$ cat src/rtl/sub_16b_seq_pkg.sv
// Shared defaults and state encoding for the nibble-serial subtractor.
package sub_16b_seq_pkg;

    localparam int DEF_WIDTH  = 16;
    localparam int DEF_SLICE  = 4;
    localparam int DEF_NSLICE = DEF_WIDTH / DEF_SLICE;

    typedef enum logic [1:0] {
        IDLE = 2'd0,
        RUN  = 2'd1,
        DONE = 2'd2
    } state_t;

endpackage

$ cat src/rtl/sub_16b_seq_if.sv
// Operand/result handshake bundle between the read stage and the writeback stage.
interface sub_16b_seq_if
    import sub_16b_seq_pkg::*;
#(
    parameter int WIDTH = DEF_WIDTH
);
    logic             i_valid;
    logic             o_ready;
    logic [WIDTH-1:0] i_a;
    logic [WIDTH-1:0] i_b;
    logic             i_bin;
    logic             o_valid;
    logic             i_ready;
    logic [WIDTH-1:0] o_d;
    logic             o_bout;
    logic             o_ov;

    modport slave (
        input  i_valid, i_a, i_b, i_bin, i_ready,
        output o_ready, o_valid, o_d, o_bout, o_ov
    );

    modport master (
        output i_valid, i_a, i_b, i_bin, i_ready,
        input  o_ready, o_valid, o_d, o_bout, o_ov
    );
endinterface

$ cat src/rtl/sub_16b_seq_sub_4b.sv
// Combinational slice subtract: d = a - b - bin, done as a + ~b + ~bin so the
// adder carry-out is the inverted borrow-out.
module sub_4b
    import sub_16b_seq_pkg::*;
#(
    parameter int W = DEF_SLICE
) (
    input  logic [W-1:0] a,
    input  logic [W-1:0] b,
    input  logic         bin,
    output logic [W-1:0] d,
    output logic         bout
);
    logic [W:0] sum;

    assign sum  = {1'b0, a} + {1'b0, ~b} + {{W{1'b0}}, ~bin};
    assign d    = sum[W-1:0];
    assign bout = ~sum[W];
endmodule

$ cat src/rtl/sub_16b_seq.sv
// Sequential subtractor: one SLICE-bit borrow-chain slice per clock, LSB first,
// with valid/ready on both sides.
module sub_16b_seq
    import sub_16b_seq_pkg::*;
#(
    parameter int WIDTH = DEF_WIDTH,
    parameter int SLICE = DEF_SLICE
) (
    input  logic         i_clk,
    input  logic         i_rst,
    sub_16b_seq_if.slave bus
);
    // WIDTH is expected to be a whole number of slices.
    localparam int NS = WIDTH / SLICE;
    localparam int CW = (NS > 1) ? $clog2(NS) : 1;
    localparam logic [CW-1:0] LAST = CW'(NS - 1);

    state_t                    state;
    logic [CW-1:0]             cnt;
    logic [NS-1:0][SLICE-1:0]  a_q, b_q, d_q;
    logic                      brw;
    logic                      vld_q, bout_q, ov_q;

    logic [SLICE-1:0]          s_d;
    logic                      s_bout;

    sub_4b #(.W(SLICE)) u_slice (
        .a    (a_q[cnt]),
        .b    (b_q[cnt]),
        .bin  (brw),
        .d    (s_d),
        .bout (s_bout)
    );

    always_ff @(posedge i_clk) begin
        if (i_rst) begin
            state  <= IDLE;
            cnt    <= '0;
            a_q    <= '0;
            b_q    <= '0;
            d_q    <= '0;
            brw    <= 1'b0;
            vld_q  <= 1'b0;
            bout_q <= 1'b0;
            ov_q   <= 1'b0;
        end else begin
            case (state)
                IDLE: begin
                    if (bus.i_valid) begin
                        a_q   <= bus.i_a;
                        b_q   <= bus.i_b;
                        brw   <= bus.i_bin;
                        cnt   <= '0;
                        d_q   <= '0;
                        state <= RUN;
                    end
                end
                RUN: begin
                    d_q[cnt] <= s_d;
                    brw      <= s_bout;
                    cnt      <= cnt + 1'b1;
                    if (cnt == LAST) begin
                        // Top slice: its borrow is the word borrow, its MSB is D's sign.
                        bout_q <= s_bout;
                        ov_q   <= (a_q[NS-1][SLICE-1] != b_q[NS-1][SLICE-1]) &&
                                  (s_d[SLICE-1] != a_q[NS-1][SLICE-1]);
                        vld_q  <= 1'b1;
                        state  <= DONE;
                    end
                end
                DONE: begin
                    if (bus.i_ready) begin
                        vld_q <= 1'b0;
                        state <= IDLE;
                    end
                end
                default: state <= IDLE;
            endcase
        end
    end

    assign bus.o_ready = (state == IDLE);
    assign bus.o_valid = vld_q;
    assign bus.o_d     = d_q;
    assign bus.o_bout  = bout_q;
    assign bus.o_ov    = ov_q;
endmodule

$ cat src/flat_wrapper.sv
// flat-port wrapper written by rule: the top's interface ports become plain ports
module sub_16b_seq_flat import sub_16b_seq_pkg::*;
#(
    parameter int WIDTH = DEF_WIDTH,
    parameter int SLICE = DEF_SLICE
)
  (i_clk, i_rst, bus_i_valid, bus_i_a, bus_i_b, bus_i_bin, bus_i_ready, bus_o_ready, bus_o_valid, bus_o_d, bus_o_bout, bus_o_ov);
  sub_16b_seq_if #(.WIDTH(WIDTH)) bus_i ();
  input  logic i_clk;
  input  logic i_rst;
  input wire logic [$bits(bus_i.i_valid)-1:0] bus_i_valid;
  input wire logic [$bits(bus_i.i_a)-1:0] bus_i_a;
  input wire logic [$bits(bus_i.i_b)-1:0] bus_i_b;
  input wire logic [$bits(bus_i.i_bin)-1:0] bus_i_bin;
  input wire logic [$bits(bus_i.i_ready)-1:0] bus_i_ready;
  output wire logic [$bits(bus_i.o_ready)-1:0] bus_o_ready;
  output wire logic [$bits(bus_i.o_valid)-1:0] bus_o_valid;
  output wire logic [$bits(bus_i.o_d)-1:0] bus_o_d;
  output wire logic [$bits(bus_i.o_bout)-1:0] bus_o_bout;
  output wire logic [$bits(bus_i.o_ov)-1:0] bus_o_ov;
  assign bus_i.i_valid = bus_i_valid;
  assign bus_i.i_a = bus_i_a;
  assign bus_i.i_b = bus_i_b;
  assign bus_i.i_bin = bus_i_bin;
  assign bus_i.i_ready = bus_i_ready;
  assign bus_o_ready = bus_i.o_ready;
  assign bus_o_valid = bus_i.o_valid;
  assign bus_o_d = bus_i.o_d;
  assign bus_o_bout = bus_i.o_bout;
  assign bus_o_ov = bus_i.o_ov;
  sub_16b_seq #(.WIDTH(WIDTH), .SLICE(SLICE)) u_core (.i_clk(i_clk), .i_rst(i_rst), .bus(bus_i));
endmodule
$ cat config.mk
export PLATFORM = sky130hd
export DESIGN_NAME = sub_16b_seq_flat
export DESIGN_NICKNAME = d
export VERILOG_FILES = /design/src/rtl/sub_16b_seq_pkg.sv /design/src/rtl/sub_16b_seq_if.sv /design/src/rtl/sub_16b_seq_sub_4b.sv /design/src/rtl/sub_16b_seq.sv /design/src/flat_wrapper.sv
export SDC_FILE = /design/constraint.sdc
export NUM_CORES = 1
export LEC_CHECK = 0
export CAP_MARGIN = 0
export CORE_MARGIN = 2
export CORE_UTILIZATION = 53
export CTS_CLUSTER_DIAMETER = 60
export DETAILED_ROUTE_END_ITERATION = 8
export PLACE_DENSITY = 0.84
export SYNTH_ARGS = -nofsm -noshare
export SYNTH_HDL_FRONTEND = slang
export SYNTH_SLANG_ARGS = --single-unit
$ cat constraint.sdc
create_clock -name i_clk -period 8 [get_ports i_clk]
set_input_delay 1.6 -clock i_clk [delete_from_list [all_inputs] [get_ports i_clk]]
set_output_delay 1.6 -clock i_clk [all_outputs]
set_load 0.05 [all_outputs]
* Word level (Yosys, flattened, before mapping) *
Index checks and enable logic that the tools add are counted.

storage, ports and cells
  bits in read-only memories = 0
  output and inout bits = 20
  register bits = 56
  RAM bits = 0
  input bits = 37
  bits in latches = 0
  memories kept = 0

cells by class
  multipliers = 0
  div/mod/pow operators = 0
  equality and inequality tests = 8
  shifts and indexed selects = 0
  mux-type cells = 20
  magnitude comparators = 2
  reductions and logical operators = 10
  add/sub/neg operators = 3
  bitwise gates (word level) = 3

operators with widths
  kind                   number
  $pmux W16 S2           1
  $bmux W4 S2            2
  $bwmux W16             1
  $mux W16               1
  $mux W4                3
  $demux W4 S2           1
  $mux W2                4
  $pmux W2 S3            1
  $reduce_and A2 Y1      3
  $reduce_and A3 Y1      2
  $add A4 B4 Y5          1
  $add A5 B1 Y5          1
  $eq A2 B2 Y1 const B   2
  $ne A2 B2 Y1 const B   2
  $not A4 Y4             1
  $pmux W1 S2            2
  $pmux W2 S2            1
  $reduce_bool A2 Y1     2
  $lt A2 B3 Y1 const B   1
  $mux W1                3
  $add A2 B1 Y2 const B  1
  $eq A2 B1 Y1 const B   1
  $ge A2 B1 Y1 const B   1
  $logic_and A1 B1 Y1    2
  4 further kinds        6

* Longest topological paths before layout *
Gate-level depths: netlist of run 1.

  depth in word-level cells = 7
  mapped depth = 9
  mapped depth without buffers = 8

* Hierarchy *
From an unflattened synthesis of run 1, not the netlist that was laid out.

unflattened totals
  cells, all modules = 279
  area total of the unflattened synthesis = 2474.9 µm²

by module, submodules not included
  module       cells each  instances  area an instance (µm²)
  sub_16b_seq  261         1          2327.2
  sub_4b       18          1          147.6

* Worst setup path before layout of run 1 *
No wires, ideal clock.

  path type = reg2reg
  start = reg u_core.cnt[1]
  end = reg u_core.ov_q (netlist: u_core.bus.o_ov)
  required time = 7.912 ns
  slack = 5.239 ns
  cell stages (with the launch flop) = 10
  path buffers = 2
  data arrival time = 2.673 ns
  cells stage by stage = dfxtp_1 > clkbuf_1 > mux4_2 > inv_1 > ha_1 > and3b_1 > or3_1 > buf_2 > a211o_1 > a311oi_2

on the way
  word-level cells in the longest chain between the ends = 7

ends and longest elaborated chain
  what                           RTL line                  text
  start: declaration             sub_16b_seq.sv:19         logic [CW-1:0] cnt;
  start signal: assignment       sub_16b_seq.sv:61         cnt <= cnt + 1'b1;
  $bmux W4 S2                    sub_16b_seq.sv:29         .b (b_q[cnt]),
  $mux W4 (implied by the code)  sub_16b_seq.sv:29
  $not A4 Y4                     sub_16b_seq_sub_4b.sv:16  assign sum = {1'b0, a} + {1'b0, ~b} + {{W{1'b0}}, ~bin};
  $add A4 B4 Y5                  sub_16b_seq_sub_4b.sv:16
  $add A5 B1 Y5                  sub_16b_seq_sub_4b.sv:16
  $ne A1 B1 Y1                   sub_16b_seq.sv:66         (s_d[SLICE-1] != a_q[NS-1][SLICE-1]);
  $logic_and A1 B1 Y1            sub_16b_seq.sv:65         ov_q <= (a_q[NS-1][SLICE-1] != b_q[NS-1][SLICE-1]) &&
  end signal: assignment         sub_16b_seq.sv:65
  end: declaration               sub_16b_seq.sv:22         logic vld_q, bout_q, ov_q;

Parallel ways exist; a longest one is shown, timed or not. The select of a mux whose other input is x is not followed.
A chain may end at the register's enable or synchronous reset.

* Worst setup path after layout of run 1 *
  start = reg u_core.state[1]
  end = out bus_o_ready

on the way
  word-level cells in the longest chain between the ends = 1

ends and longest elaborated chain
  what                      RTL line            text
  start: declaration        sub_16b_seq.sv:18   state_t state;
  start signal: assignment  sub_16b_seq.sv:37   state <= IDLE;
  start signal: assignment  sub_16b_seq.sv:55   state <= RUN;
  start signal: assignment  sub_16b_seq.sv:68   state <= DONE;
  $logic_not A2 Y1          sub_16b_seq.sv:82   assign bus.o_ready = (state == IDLE);
  end: declaration          flat_wrapper.sv:16  output wire logic [$bits(bus_i.o_ready)-1:0] bus_o_ready;

No other way between the ends.

==> results of run 1 <==
==> placed cells by master (no fill, tap or decap), drive strengths merged, types with 2 or more instances in the layout <==
cell type	count
nand3b	2
clkbuf	6
fa	2
o21ai	3
clkinv	2
a32oi	4
nor2	17
nand2	78
mux4	8
buf	2
nand4	4
dfxtp	56
nor2b	3
a22oi	2
or3	2
a21oi	45
clkdlybuf4s50	55
and3b	2
a2bb2oi	8
inv	8
ha	7
==> synthesized netlist by cell type (3+ instances only) <==
| cell type | n |
|---|---|
| a2bb2oi_1 | 8 |
| nand4_1 | 4 |
| mux4_2 | 8 |
| buf_2 | 3 |
| nor2b_1 | 3 |
| inv_1 | 8 |
| o21ai_0 | 3 |
| a21oi_1 | 45 |
| buf_1 | 4 |
| nor2_1 | 17 |
| ha_1 | 7 |
| a32oi_1 | 4 |
| dfxtp_1 | 56 |
| nand2_1 | 78 |
| clkbuf_1 | 12 |
==> kinds of logic (layout without fill, tap and decap cells) <==
family                     count (synthesis)  after routing  share of synthesized area
muxes                                      8              8                     0.0750
DFF                                       56             56                      0.467
and+or+nand+nor                          111            111                      0.195
buffers and inverters                     27             73                     0.0437
adders and majority gates                  9              9                     0.0531
xor gates and xnor gates                   1              1                    0.00365
AOI/OAI and AO/OA                         65             65                      0.163
==> registers in the layout (all words and copies together), names as in the netlist <==
| register | flops |
|---|---|
| u_core.a_q | 16 |
| u_core.b_q | 16 |
| u_core.brw | 1 |
| u_core.bus.o_bout | 1 |
| u_core.bus.o_d | 16 |
| u_core.bus.o_ov | 1 |
| u_core.bus.o_valid | 1 |
| u_core.cnt | 2 |
| u_core.state | 2 |
==> worst min path at each step <==
stage          cells past startpoint              to  slack, ns
6_report                           2  u_core.b_q[10]       0.46
3_3_place_gp                       2   u_core.a_q[0]       0.44
3_5_place_dp                       2   u_core.b_q[7]       0.44
4_1_cts                            2   u_core.b_q[7]       0.46
2_1_floorplan                      2  u_core.a_q[10]       0.43
5_1_grt                            2   u_core.a_q[9]       0.48
==> layout make-up <==
type / instances / area share
flip-flops and latches: 56 / 0.367
clock inverters: 2 / 0.00328
well taps: 52 / 0.0213
clock buffers: 6 / 0.0270
inverters: 8 / 0.00984
multi-input cells: 194 / 0.387
repair buffers: 57 / 0.184
==> worst max-delay path: stages (launching register included) <==
cell	delay, ns
dfxtp_1	0.37
nor2_1	0.14
clkdlybuf4s50_1	0.82
==> power breakdown <==
part           leakage, nW  total (mW)  switching (mW)  internal [mW]
Combinational        0.606       0.119          0.0634         0.0553
Sequential           0.457       0.303          0.0102          0.293
Clock               0.0510       0.155          0.0853         0.0693
Total                 1.11       0.576           0.159          0.417
==> routing by layer <==
metal  routed length [um]  vias up  global-route usage  part of all wire
met4                   33        0              0.0629            0.0067
met3                  202        2              0.0436             0.041
met1                 2180      916               0.261              0.45
met5                    0        -                   0                 0
met2                 2480       52               0.361              0.51
li1                     -     1032                   -                 -
==> stage by stage <==
step	std cells	hold slack, ns	area (um^2)	setup slack (ns)
global placement	367	0.439	2960	4.85
detailed placement	367	0.444	2960	4.83
CTS	375	0.458	3050	4.76
floorplan	277	0.433	2400	5.24
global route	375	0.478	3050	4.66
finish	375	0.456	3050	4.78
==> results.md, run 1 <==
* Leak at 1.11 nW
* Clock Skew at 0.00684 ns
* Number of flops mapped to enable cells by yosys at 0
* DRC errors left at 0
* Post-synth top area share at 0.467
* First-pass iteration count of the detailed router at 4
* Tightest Pin Transition at 1.14 ns
* Asr flop ratio synth at 0
* Final nets at 368
* Die area at 5090 um^2
* Status: complete, no violations
* ANT cells at 0
* GP Congestion at 0.744
* Top FF cell, synth: dfxtp_1
* Startpoint Class: register
* Reg area at 1120 um^2
* # resized after CTS at 0
* Worst Min Path Start: u_core.b_q[10]
* Final Hold Viols at 0
* Die height at 71.3 um
* Multi-input gate area at 1180 um^2
* Initial DRC Count at 89
* RSZ-0062 raised after global routing: no
* Crit Reg-Reg Startpoint: u_core.cnt[0]
* Worst setup path start: u_core.state[1]
* Part of the cycle the worst path needs at 0.403
* Setup TNS at 0 ns
* Worst EP arrival at 1.62 ns
* Final Core Density at 0.701
* Total wire length at 4890 um
* Skew-Pair Late Insertion Delay at 0.30 ns
* Root Driver: clkbuf_8
* Fill cell count at 363
* H-tree Lvls at 2
* CORE AREA at 4350 um^2
* Power Density at 189 nW/um^2
* Largest net degree at the start of global routing at 57
* Die X at 71.3 um
* Worst R2R Setup Slack at 4.84 ns
* Syn avg cell area at 8.67 um^2
* Setup Fix Bufs, Post-CTS at 0
* Top Ports at 57
* Worst-path clk slew at 0.09 ns
* Endpoint type of the worst setup path: output port
* Final setup fails at 0
* Yosys top cell by area: dfxtp_1
* Worst setup endpoint: bus_o_ready
* Drt via density at 5.34
* Post-Syn Area at 2400 um^2
* Grt ovf at 0
* Critical Path RT at 6.40 ns
* Synth Instances at 277
* Final Slew Violations at 0
* Max Cap Viol at 0
* Total GRT Usage at 0.208
* Vias in the first global route at 1,916
* DRT antenna net count at 0
* Ratio of cells with drive above 1 in the final layout at 0.0650
* Sequential fraction of the synthesis area at 0.467
* Synth cell types at 27
* Synth top area cells: dfxtp_1 (47%), nand2_1 (12%), a21oi_1 (9.4%), mux4_2 (7.5%), ha_1 (3.6%)
* Port Buf Inserts at 56
* CTS tree: done
* Total Power at 0.576 mW
* CTS Buffer Depth at 2
* Largest fanout on the critical path at 7
* Rows at 24
* First-pass GRT wire length at 8480 um
* Relative slew slack at 0.238
* Fmax at 310 MHz
* Num CTS Buffers at 5
* Syn-to-layout area delta at 27.1%
* Via count at 2,002
* Min Tclk post-route at 3.22 ns
* DPL Wire Length at 3450 um
* YS warnings at 0
* Num Clock Sinks at 56
* Cells on worst reg2reg path at 6
* Drt wl/cell at 13.0 um
* Synth Net Count at 323
* Reg2reg end: u_core.bus.o_ov
* Starting Density at 0.552
* Post-synthesis register bit count at 56
* Crit Path Class: reg2out
* Maximum VDD drop at 117 uV
* Initial antenna violation count at 0
* Min-Delay Path Class: reg2reg
* CTS Hold Bufs at 0
Power figures use the tool's default switching activity.
==> run 2, diff against run 1 <==
--- a/config.mk
+++ b/config.mk
@@ -7,10 +7,10 @@
 export LEC_CHECK = 0
 export CAP_MARGIN = 0
 export CORE_MARGIN = 2
-export CORE_UTILIZATION = 53
+export CORE_UTILIZATION = 49
 export CTS_CLUSTER_DIAMETER = 60
 export DETAILED_ROUTE_END_ITERATION = 8
-export PLACE_DENSITY = 0.84
+export PLACE_DENSITY = 0.79
 export SYNTH_ARGS = -nofsm -noshare
 export SYNTH_HDL_FRONTEND = slang
 export SYNTH_SLANG_ARGS = --single-unit
==> constraint.sdc (replaced) <==
create_clock -name i_clk -period 3.36 [get_ports i_clk]
set_input_delay 0.672 -clock i_clk [delete_from_list [all_inputs] [get_ports i_clk]]
set_output_delay 0.672 -clock i_clk [all_outputs]
set_load 0.05 [all_outputs]
==> results.md, run 2 (synthesized netlist as in run 1, its figures left out) <==
* Status: complete, no violations
* Crit Path Class: reg2reg
* DRC errors left at 0 (unchanged)
* CP max stage cell: dfxtp_1
* Grt ovf at 0 (unchanged)
* Setup ws final at 0.439 ns (-4.34 ns)
* Final Hold Viols at 0 (unchanged)
* Port Buf Inserts at 56 (unchanged)
* Num Clock Sinks at 56 (unchanged)
* Critical path, cell by cell: mux4_2 -> ha_1 -> and3b_1 -> o21ai_0 -> nand4_1 -> a311oi_2
* Post-place setup slack at 0.446 ns (-4.38 ns)
* Most frequent cells in the layout: nand2_1 (78), dfxtp_1 (56), clkdlybuf4s50_1 (55)
* First-pass GRT wire length at 8470 um (-0.17%)
* CORE AREA at 4720 um^2 (+8.5%)
* Largest net degree at the start of global routing at 57 (unchanged)
* Total wire length at 5030 um (+2.8%)
* Min Tclk post-route at 2.92 ns
* Clock Skew at 0.00443 ns (-0.00241 ns)
* RSZ-0062 raised after global routing: no
* Setup TNS at 0 ns (unchanged)
* GP Congestion at 0.846 (+14%)
* Min Hold Slack at 0.458 ns (+0.00210 ns)
* Fmax at 342 MHz
* Num CTS Buffers at 5 (unchanged)
* Tightest Pin Transition at 1.04 ns (-0.0975 ns)
* Drt via density at 5.23 (-2.0%)
* Top Ports at 57 (unchanged)
* # resized after CTS at 0 (unchanged)
* Part of the cycle the worst path needs at 0.869
* Fill cell count at 394 (+8.5%)
* Total GRT Usage at 0.201 (-0.00657)
* CP Buf/Inv Count at 0 (-1)
* Commonest non-fill, non-tap cell in the layout: nand2_1
* Setup Fix Bufs, Post-CTS at 0 (unchanged)
* Via count at 2,050 (+2.4%)
* Largest fanout on the critical path at 11 (+4)
* Starting Density at 0.509 (-0.0431)
* Power Density at 456 nW/um^2 (+140%)
* Initial DRC Count at 141 (+58%)
* CP top delay family: compound AO/OA/AOI/OAI gates
* Startpoint Class: register
* ANT cells at 0 (unchanged)
* Rows at 25 (+4.2%)
* DPL Wire Length at 3740 um (+8.6%)
* Critical Path RT at 3.57 ns (-2.83 ns)
* Maximum VDD drop at 239 uV (+100%)
* Min-Delay Path Class: reg2reg
* Die area at 5480 um^2 (+7.7%)
* Die height at 74.0 um (+3.8%)
* Endpoint type of the worst setup path: register
* Worst-path clk slew at 0.09 ns (about the same)
* Ratio of cells with drive above 1 in the final layout at 0.0708 (+0.00575)
* Max Cap Viol at 0 (unchanged)
* Syn-to-layout area delta at 29.4%
* Max incr delay on CP at 0.66 ns (-0.16 ns)
* Final setup fails at 0 (unchanged)
* Die X at 74.0 um (+3.8%)
* Final instance area at 3110 um^2 (+1.8%)
* Initial antenna violation count at 0 (unchanged)
* Drt wl/cell at 12.8 um (-1.7%)
* Skew-Pair Late Insertion Delay at 0.31 ns (about the same)
* Final nets at 372 (+1.1%)
* CTS Hold Bufs at 0 (unchanged)
* CTS Buffer Depth at 2 (unchanged)
* Final Core Density at 0.658 (-0.0431)
* Leak at 1.13 nW (+1.8%)
* Worst EP arrival at 3.13 ns (+1.51 ns)
* First-pass iteration count of the detailed router at 4 (unchanged)
* CTS tree: done
* Relative slew slack at 0.303 (+0.0649)
* Vias in the first global route at 1,951 (+1.8%)
* Final Slew Violations at 0 (unchanged)
* DRT antenna net count at 0 (unchanged)
* H-tree Lvls at 2 (unchanged)
* Placed cell areas at 3010 um^2 (+1.6%)
* Root Driver: clkbuf_8
-- run 2: cell count changes in the layout (fill, tap and decap cells not counted), sizes merged --
cell    delta
bufinv     +1
clkinv     -2
clkbuf     -1
buf        +4
-- run 2: path summary, 6_finish.rpt --
path | startpoint | endpoint | slack, ns | depth (start not counted)
min reg2reg | u_core.bus.o_d[7] | u_core.bus.o_d[7] | 0.46 | 2
max reg2reg | u_core.cnt[0] | u_core.bus.o_ov | 0.44 | 6
min | u_core.bus.o_d[7] | u_core.bus.o_d[7] | 0.46 | 2
max | u_core.cnt[0] | u_core.bus.o_ov | 0.44 | 6
-- run 2: where the power goes --
| part | switching, mW | internal, mW | leakage [nW] | total [mW] |
|---|---|---|---|---|
| logic | 0.150 | 0.135 | 0.627 | 0.285 |
| clock network | 0.198 | 0.214 | 0.0501 | 0.412 |
| registers | 0.0244 | 0.697 | 0.457 | 0.721 |
| total | 0.372 | 1.05 | 1.13 | 1.42 |
-- run 2: layer usage --
metal | wire length, um | vias up | part of all wire | track usage
met3 | 276 | 11 | 0.055 | 0.0542
li1 | - | 1033 | - | -
met2 | 2470 | 64 | 0.49 | 0.341
met1 | 2180 | 942 | 0.43 | 0.241
met5 | 0 | - | 0 | 0
met4 | 104 | 0 | 0.021 | 0.0869
-- run 2: worst min-delay path, stage by stage (launching register included) --
cell and delay (ns):
dfxtp_1 0.32, nand2_1 0.05, a21oi_1 0.05
-- run 2: layout make-up --
type	count	area, um^2	area share
clock buffer	5	68.8	0.0221
sequential	56	1120	0.361
clock inverter	1	30.0	0.00966
multi-input combinational	194	1180	0.380
inverter	8	30.0	0.00966
timing repair buffer	61	593	0.191
tap	67	83.8	0.0270
-- run 2: through the flow --
stage / cells / power (mW)
floorplan: 277 / 0.921
global placement: 386 / 1.01
detailed placement: 386 / 1.02
CTS: 392 / 1.43
global route: 392 / 1.49
finish: 392 / 1.42
